## src/rtl/bcd_seq_converter.sv

```systemverilog
// Sequential 16-bit binary to 5-digit BCD converter (double-dabble, one step per clock).
// Define SIGNED_MODE_EN to treat Value as two's complement and drive Negative.
module bcd_seq_converter (
  input  logic        Clock,
  input  logic        Reset,
  input  logic        Start,
  input  logic [15:0] Value,
  output logic        Busy,
  output logic        Done,
  output logic [3:0]  Ten_thousand,
  output logic [3:0]  Thousand,
  output logic [3:0]  Hundred,
  output logic [3:0]  Ten,
  output logic [3:0]  One,
  output logic        Negative
);

  localparam int DATA_W = 16;
  localparam int BCD_W  = 20;
  localparam int STAGES = 16;

  typedef enum logic [1:0] {IDLE, SHIFT, DONE} state_t;

  state_t             state_q, state_d;
  logic [DATA_W-1:0]  op_q, op_d;
  logic [BCD_W-1:0]   bcd_q, bcd_d;
  logic [4:0]         cnt_q, cnt_d;
  logic [BCD_W-1:0]   digits_q, digits_d;
  logic               done_q, done_d;

  logic [DATA_W-1:0]        mag;
  logic [BCD_W-1:0]         bcd_adj;
  logic [BCD_W+DATA_W-1:0]  shifted;
  logic                     last_step;

  function automatic logic [BCD_W-1:0] bcd_adjust(input logic [BCD_W-1:0] b);
    logic [BCD_W-1:0] r;
    r = b;
    for (int n = 0; n < BCD_W / 4; n++) begin
      if (b[n*4 +: 4] >= 4'd5)
        r[n*4 +: 4] = b[n*4 +: 4] + 4'd3;
    end
    return r;
  endfunction

`ifdef SIGNED_MODE_EN
  logic sign_q, sign_d, neg_q, neg_d;
  // Negating 0x8000 wraps to 0x8000, which is exactly the 32768 magnitude.
  assign mag = Value[15] ? (~Value + 16'd1) : Value;
`else
  assign mag = Value;
`endif

  assign bcd_adj   = bcd_adjust(bcd_q);
  assign shifted   = {bcd_adj, op_q} << 1;
  assign last_step = (cnt_q == 5'(STAGES - 1));

  always_ff @(posedge Clock or posedge Reset) begin
    if (Reset) state_q <= IDLE;
    else       state_q <= state_d;
  end

  always_comb begin
    state_d = state_q;
    case (state_q)
      IDLE:    if (Start) state_d = SHIFT;
      SHIFT:   if (last_step) state_d = DONE;
      DONE:    state_d = IDLE;
      default: state_d = IDLE;
    endcase
  end

  always_comb begin
    Busy = (state_q != IDLE);
  end

  always_comb begin
    op_d     = op_q;
    bcd_d    = bcd_q;
    cnt_d    = cnt_q;
    digits_d = digits_q;
    done_d   = 1'b0;
`ifdef SIGNED_MODE_EN
    sign_d   = sign_q;
    neg_d    = neg_q;
`endif
    case (state_q)
      IDLE: begin
        if (Start) begin
          op_d  = mag;
          bcd_d = '0;
          cnt_d = '0;
`ifdef SIGNED_MODE_EN
          sign_d = Value[15];
`endif
        end
      end
      SHIFT: begin
        op_d  = shifted[DATA_W-1:0];
        bcd_d = shifted[BCD_W+DATA_W-1:DATA_W];
        cnt_d = cnt_q + 5'd1;
        // The final step publishes its own result directly, so outputs land on the DONE edge.
        if (last_step) begin
          digits_d = shifted[BCD_W+DATA_W-1:DATA_W];
          done_d   = 1'b1;
`ifdef SIGNED_MODE_EN
          neg_d    = sign_q;
`endif
        end
      end
      default: ;
    endcase
  end

  always_ff @(posedge Clock or posedge Reset) begin
    if (Reset) begin
      op_q     <= '0;
      bcd_q    <= '0;
      cnt_q    <= '0;
      digits_q <= '0;
      done_q   <= 1'b0;
`ifdef SIGNED_MODE_EN
      sign_q   <= 1'b0;
      neg_q    <= 1'b0;
`endif
    end else begin
      op_q     <= op_d;
      bcd_q    <= bcd_d;
      cnt_q    <= cnt_d;
      digits_q <= digits_d;
      done_q   <= done_d;
`ifdef SIGNED_MODE_EN
      sign_q   <= sign_d;
      neg_q    <= neg_d;
`endif
    end
  end

  assign Done         = done_q;
  assign Ten_thousand = digits_q[19:16];
  assign Thousand     = digits_q[15:12];
  assign Hundred      = digits_q[11:8];
  assign Ten          = digits_q[7:4];
  assign One          = digits_q[3:0];
`ifdef SIGNED_MODE_EN
  assign Negative     = neg_q;
`else
  assign Negative     = 1'b0;
`endif

endmodule

```

## config.mk

```make
export PLATFORM = sky130hd
export DESIGN_NAME = bcd_seq_converter
export DESIGN_NICKNAME = d
export VERILOG_FILES = /design/src/rtl/bcd_seq_converter.sv
export SDC_FILE = /design/constraint.sdc
export NUM_CORES = 1
export LEC_CHECK = 0
export CAP_MARGIN = 20
export CORE_UTILIZATION = 30
export DETAILED_ROUTE_END_ITERATION = 16
export MAX_ROUTING_LAYER = met4
export PLACE_DENSITY_LB_ADDON = 0.08
export SLEW_MARGIN = 10
export SYNTH_ARGS = -nofsm -noshare
export SYNTH_HDL_FRONTEND = slang
export SYNTH_SLANG_ARGS = --single-unit
```

## constraint.sdc

```tcl
create_clock -name Clock -period 4.9 [get_ports Clock]
set_clock_uncertainty 0.05 [all_clocks]
set_input_delay 0.735 -clock Clock [delete_from_list [all_inputs] [get_ports Clock]]
set_output_delay 0.735 -clock Clock [all_outputs]
set_load 0.005 [all_outputs]
```

==> flow_summary.yaml, run 1 <==
status:
  status: "complete, no violations"
critical_path:
  slowest_stage: "dfrtp_1"
  ff2ff_setup_slack_ps: 2830
  cp_max_fo: 23
  cp-end-kind: "output port"
  path_class: "register to output port"
  startpoint_type: "register"
  cp.required_ps: 4120
  cpPeakStageDelay_ps: 830
  cp_data_arrival_time_ps: 1880
  cp_cell_sequence: "or2_2 > clkdlybuf4s50_1"
clock_tree:
  cts.clk_slew.worst_paths_ps: 70
  numCtsBuffers: 9
  post_cts_resized: 0
  h-tree-depth: 3
  cts_buffer_depth: 2
  clock_latency_ps: 340
  post_cts_buffers: 0
  clock-sinks: 64
  hold_buffers: 0
  cts_root_buffer: "clkbuf_8"
  cts_tree: "done"
grt:
  antenna_found_initial: 0
  global_route.overflow_total: 0
  grt.total_usage_pct: 14.5
  grt_pass1_wl_mm: 12.2
  grt_max_degree: 38
  grt_pass1_vias: 2449
pwr:
  power_leakage_uw: 0.00169
  vdd_drop_max_mv: 0.206
  power_density_nw_per_um2: 617
yosys:
  netlist_area_um2: 3130
  yosys-top-cells-area: "dfrtp_1 51%, o21ai_0 8.3%, a21oi_1 4.8%"
  ys_types: 30
  yosys.area.top_type_share_pct: 51.2
  ys.flop_type: "dfrtp_1"
  synth_area_leader_cell: "dfrtp_1"
  synth_cells: 316
  synthTopCellsByCount: "64 x dfrtp_1, 52 x o21ai_0, 33 x nand2_1"
  ys_seq_area_share_pct: 51.2
  syn_area_per_cell_um2: 9.90
  syn_nets: 347
  ys_ff_latch: 64
  synth.most_common_cell: "dfrtp_1"
  async_reset_ff_share_pct: 100
  synth-edff-count: 0
  yosysWarnings: 0
die:
  placementRows: 36
  core_um2: 9950
  start_util_pct: 31.4
  die_x_um: 104
  die_area_um2: 10800
  ios: 42
  die_h_um: 104
sta:
  tns_ps: 0
  fin_crit_sh_pct: 54.4
  hold_viol_final: 0
  max_freq_mhz: 375
  slew_violations: 0
  min_period_ps: 2670
  setup_viol: 0
  rsz0062_at_grt: "no"
  hold_ws_ps: 428
  tightest_slew_ps: 753
  max_slew_margin_pct: 49.8
placed_design:
  place.gp.congestion: 0.744
  dp_hpwl_mm: 4.18
  io_buffer_count: 40
  placed_area_um2: 3610
job:
  cap_violations: 0
cells_and_area:
  drive_above_1_share_pct: 9.50
  fillers: 1015
  final_area_um2: 3850
  num_antenna_cells: 0
  final_nets: 384
  area_delta_synth_final_pct: 23.2
route:
  avgViaCountPerCell: 4.78
  drc_errors: 0
  via_count: 2347
  ant_nets: 0
  wl_per_cell_um: 13.8
  drt_pre_antenna_iters: 4
  initialDrtViolationCount: 56
  wl_mm: 6.78
worst_hold_path:
  min_path_type: "register to register"
## area by class of cell
type                    instances  area (um^2)  share of cell area (%)
clock buffers                  14          183                    4.74
flip-flops and latches         64         1600                    41.5
repair buffers                 44          438                    11.4
clock inverters                 2         35.0                   0.909
multi-input cells             219         1380                    35.7
inverters                      15         56.3                    1.46
well taps                     133          166                    4.32
## through the flow
stage | worst slack (ps) | total power, uW | std cells | utilization, %
2_1_floorplan | 2520 | 1570 | 316 | -
3_3_place_gp | 1750 | 1880 | 473 | 36.3
3_5_place_dp | 1710 | 1900 | 473 | 36.3
4_1_cts | 2080 | 2410 | 489 | 38.5
5_1_grt | 2100 | 2620 | 491 | 38.7
6_report | 2230 | 2380 | 491 | 38.7
## flip-flops by register name, summed over array words and instances, names as in the netlist
name,cells
Done,1
bcd_q,20
cnt_q,5
digits_q,20
op_q,16
state_q,2
## per-layer routing
metal,vias to the layer above,wire [um],GRT usage (%)
met5,-,0,-
met4,0,76,4.29
met3,6,220,4.14
met2,44,3130,22.1
met1,1129,3360,18.7
li1,1168,-,-
## cells in the final DEF (no fill, tap or decap), types with 8 or more instances in the layout
| master | count |
|---|---|
| mux2_2 | 8 |
| a21oi_1 | 30 |
| clkbuf_8 | 13 |
| nor3b_1 | 9 |
| nor2b_1 | 16 |
| a22oi_1 | 14 |
| clkdlybuf4s50_1 | 40 |
| o21ai_0 | 52 |
| inv_1 | 13 |
| nand2_1 | 33 |
| dfrtp_1 | 64 |
| ha_1 | 12 |
| a22o_1 | 8 |
## critical path, delay by kind of cell (launching register included)
| family | cells | cell delay, ps |
|---|---|---|
| flip-flops | 1 | 830 |
| buffers and inverters | 1 | 490 |
| AND/OR/NAND/NOR | 1 | 220 |
## power breakdown
| group | switching [uW] | leakage, uW | total [uW] | internal, uW |
|---|---|---|---|---|
| registers | 196 | 0.000826 | 942 | 746 |
| logic | 452 | 0.000755 | 944 | 491 |
| clock network | 203 | 0.000113 | 494 | 290 |
## path summary, 6_finish.rpt
kind / start / to / depth (start not counted)
worst max register to register: state_q[0]$_DFFE_PP0P_ / digits_q[5]$_DFFE_PP0P_ / 4
worst max-delay path: state_q[1]$_DFFE_PP0P_ / Busy / 2
max in group asynchronous: Reset / bcd_q[11]$_DFFE_PP0P_ / 3
worst min-delay path: digits_q[17]$_DFFE_PP0P_ / digits_q[17]$_DFFE_PP0P_ / 2
min in group asynchronous: Reset / op_q[3]$_DFFE_PP0P_ / 2
worst min register to register: digits_q[17]$_DFFE_PP0P_ / digits_q[17]$_DFFE_PP0P_ / 2
## kinds of logic after synthesis
kind of cell | after synthesis | share of synthesized area, %
compound gates | 106 | 19.3
simple gates | 83 | 13.9
flops | 64 | 51.2
buf+inv | 33 | 4.92
fa+ha+maj | 12 | 4.80
mux | 12 | 4.32
xor+xnor | 5 | 1.40
other cells | 1 | 0.120
No activity file was read; power rests on OpenSTA's default activity.
==> inputs of run 2 (changes only) <==
==> constraint.sdc (replaced) <==
create_clock -name Clock -period 2.3 [get_ports Clock]
set_clock_uncertainty 0.05 [all_clocks]
set_input_delay 0.345 -clock Clock [delete_from_list [all_inputs] [get_ports Clock]]
set_output_delay 0.345 -clock Clock [all_outputs]
set_load 0.005 [all_outputs]
==> run 2 against run 1 <==
Net effect:
- clock power rose by 83%
- design area rose by 1.3%
- sequential share of layout area fell by 0.55 points
- largest power group unchanged
- highest routed layer unchanged
==> flow_summary.yaml, run 2 (synthesized netlist as in run 1, its figures left out) <==
sta:
  hold_viol_final: 0
  max_freq_mhz: 483
  hold_ws_ps: 293
  setup_viol: 0
  min_period_ps: 2070
  fin_crit_sh_pct: 90.1
  rsz0062_at_grt: "no"
  slew_violations: 0
  tns_ps: 0
  setup_ws_ps: 228
grt:
  grt_pass1_vias: 2392
  grt_pass1_wl_mm: 12.1
  global_route.overflow_total: 0
  grt_max_degree: 28
  antenna_found_initial: 0
  grt.total_usage_pct: 14.4
clock_tree:
  numCtsBuffers: 9
  post_cts_resized: 0
  cts.clk_slew.worst_paths_ps: 70
  cts_buffer_depth: 2
  post_cts_buffers: 0
  cts_root_buffer: "clkbuf_8"
  h-tree-depth: 3
  cts_tree: "done"
  hold_buffers: 0
  clock-sinks: 64
  clock_latency_ps: 330
worst_hold_path:
  min_path_type: "primary input to asynchronous set/reset pin"
critical_path:
  crit_end: "Busy"
  path_class: "register to output port"
  crit_start: "state_q[0]$_DFFE_PP0P_"
  cp_max_fo: 13
  cp_data_arrival_time_ps: 1680
  r2r_start: "cnt_q[0]$_DFFE_PP0P_"
  cp.required_ps: 1900
  ff2ff_path_depth: 6
  ff2ff_setup_slack_ps: 410
  startpoint_type: "register"
  cp-end-kind: "output port"
  timing.rr.end: "digits_q[0]$_DFFE_PP0P_"
cells_and_area:
  area_delta_synth_final_pct: 24.9
  num_antenna_cells: 0
  reg_top3: "bcd_q x20, digits_q x20, op_q x16"
  final_common_cell: "dfrtp_1"
  drive_above_1_share_pct: 11.7
  final_cell_mix: "64 x dfrtp_1, 52 x o21ai_0, 40 x clkdlybuf4s50_1"
  final_area_um2: 3910
  final_nets: 393
route:
  drc_errors: 0
  wl_mm: 6.78
  ant_nets: 0
  wl_per_cell_um: 13.6
  avgViaCountPerCell: 4.72
  via_count: 2361
  drt_pre_antenna_iters: 4
  initialDrtViolationCount: 77
die:
  start_util_pct: 31.4
  die_h_um: 104
  ios: 42
  die_area_um2: 10800
  die_x_um: 104
  placementRows: 36
  core_um2: 9950
job:
  cap_violations: 0
placed_design:
  place_ws_ps: 399
  dp_hpwl_mm: 4.52
  placed_area_um2: 3720
  place.gp.congestion: 0.738
  io_buffer_count: 40
pwr:
  vdd_drop_max_mv: 0.393
  power_frac_seq_pct: 40.0
  combPwrFrac_pct: 41.8
  power.internal_uw: 3140
  switchingPower_uw: 1820
  power_density_nw_per_um2: 1270
  power_leakage_uw: 0.00173
  clkPwrFrac_pct: 18.2
  switching_share_pct: 36.7
status:
  status: "complete, no violations"
run 2: cell types whose count changed in the layout (fill, tap and decap cells not counted):
cell / delta
buf_4: +8
buf_12: +2
clkinv_2: +2
buf_8: -1
bufinv_16: -1
clkbuf_8: -1
run 2: routing by layer:
| metal | share of wire (%) | GRT usage [%] | vias up |
|---|---|---|---|
| li1 | - | - | 1198 |
| met1 | 52 | 19.7 | 1127 |
| met2 | 44 | 20.6 | 31 |
| met3 | 2.6 | 3.95 | 5 |
| met4 | 1.2 | 4.90 | 0 |
| met5 | 0 | - | - |
run 2: through the flow:
step | instances | total power (uW) | utilization (%)
after detailed placement | 484 | 4110 | 37.4
after global placement | 484 | 4090 | 37.4
after floorplan | 316 | 3350 | -
after global routing | 500 | 5470 | 39.2
after CTS | 500 | 5050 | 39.2
final | 500 | 4960 | 39.2
run 2: layout make-up:
class	instances	area [um^2]
Clock buffer	13	169
Sequential cell	64	1600
Fill cell	1010	6050
Multi-Input combinational cell	219	1380
Clock inverter	3	15.0
Tap cell	133	166
Timing Repair Buffer	53	523
Inverter	15	56.3
run 2: how the worst min path moves through the flow:
stage                             start                       end  cells past startpoint
2_1_floorplan     bcd_q[17]$_DFFE_PP0P_     bcd_q[17]$_DFFE_PP0P_                      2
3_3_place_gp   digits_q[15]$_DFFE_PP0P_  digits_q[15]$_DFFE_PP0P_                      2
3_5_place_dp   digits_q[11]$_DFFE_PP0P_  digits_q[11]$_DFFE_PP0P_                      2
4_1_cts                           Reset       op_q[2]$_DFFE_PP0P_                      2
5_1_grt                           Reset       op_q[2]$_DFFE_PP0P_                      2
6_report                          Reset      cnt_q[3]$_DFFE_PP0P_                      2
run 2: worst max-delay path, cell delays in order, from the launching register on:
cell and delay, ps:
dfrtp_1 540, or2_2 370, clkdlybuf4s50_1 450
run 2: power groups by stage:
stage / combinational [uW] / sequential [uW] / clock, uW
5_1_grt: 2400 / 2070 / 1000
6_report: 2070 / 1980 / 902
3_3_place_gp: 2080 / 2010 / 0
2_1_floorplan: 1450 / 1900 / 0
3_5_place_dp: 2110 / 2000 / 0
4_1_cts: 2110 / 1990 / 941
==> inputs of run 3 (changes only) <==
--- a/config.mk
+++ b/config.mk
@@ -5,6 +5,7 @@
 export SDC_FILE = /design/constraint.sdc
 export NUM_CORES = 1
 export LEC_CHECK = 0
+export ABC_CLOCK_PERIOD_IN_PS = 2300
 export CAP_MARGIN = 20
 export CORE_UTILIZATION = 30
 export DETAILED_ROUTE_END_ITERATION = 16
==> results of run 3 <==
No change in the layout: final DEF, timing and power equal those of run 2.
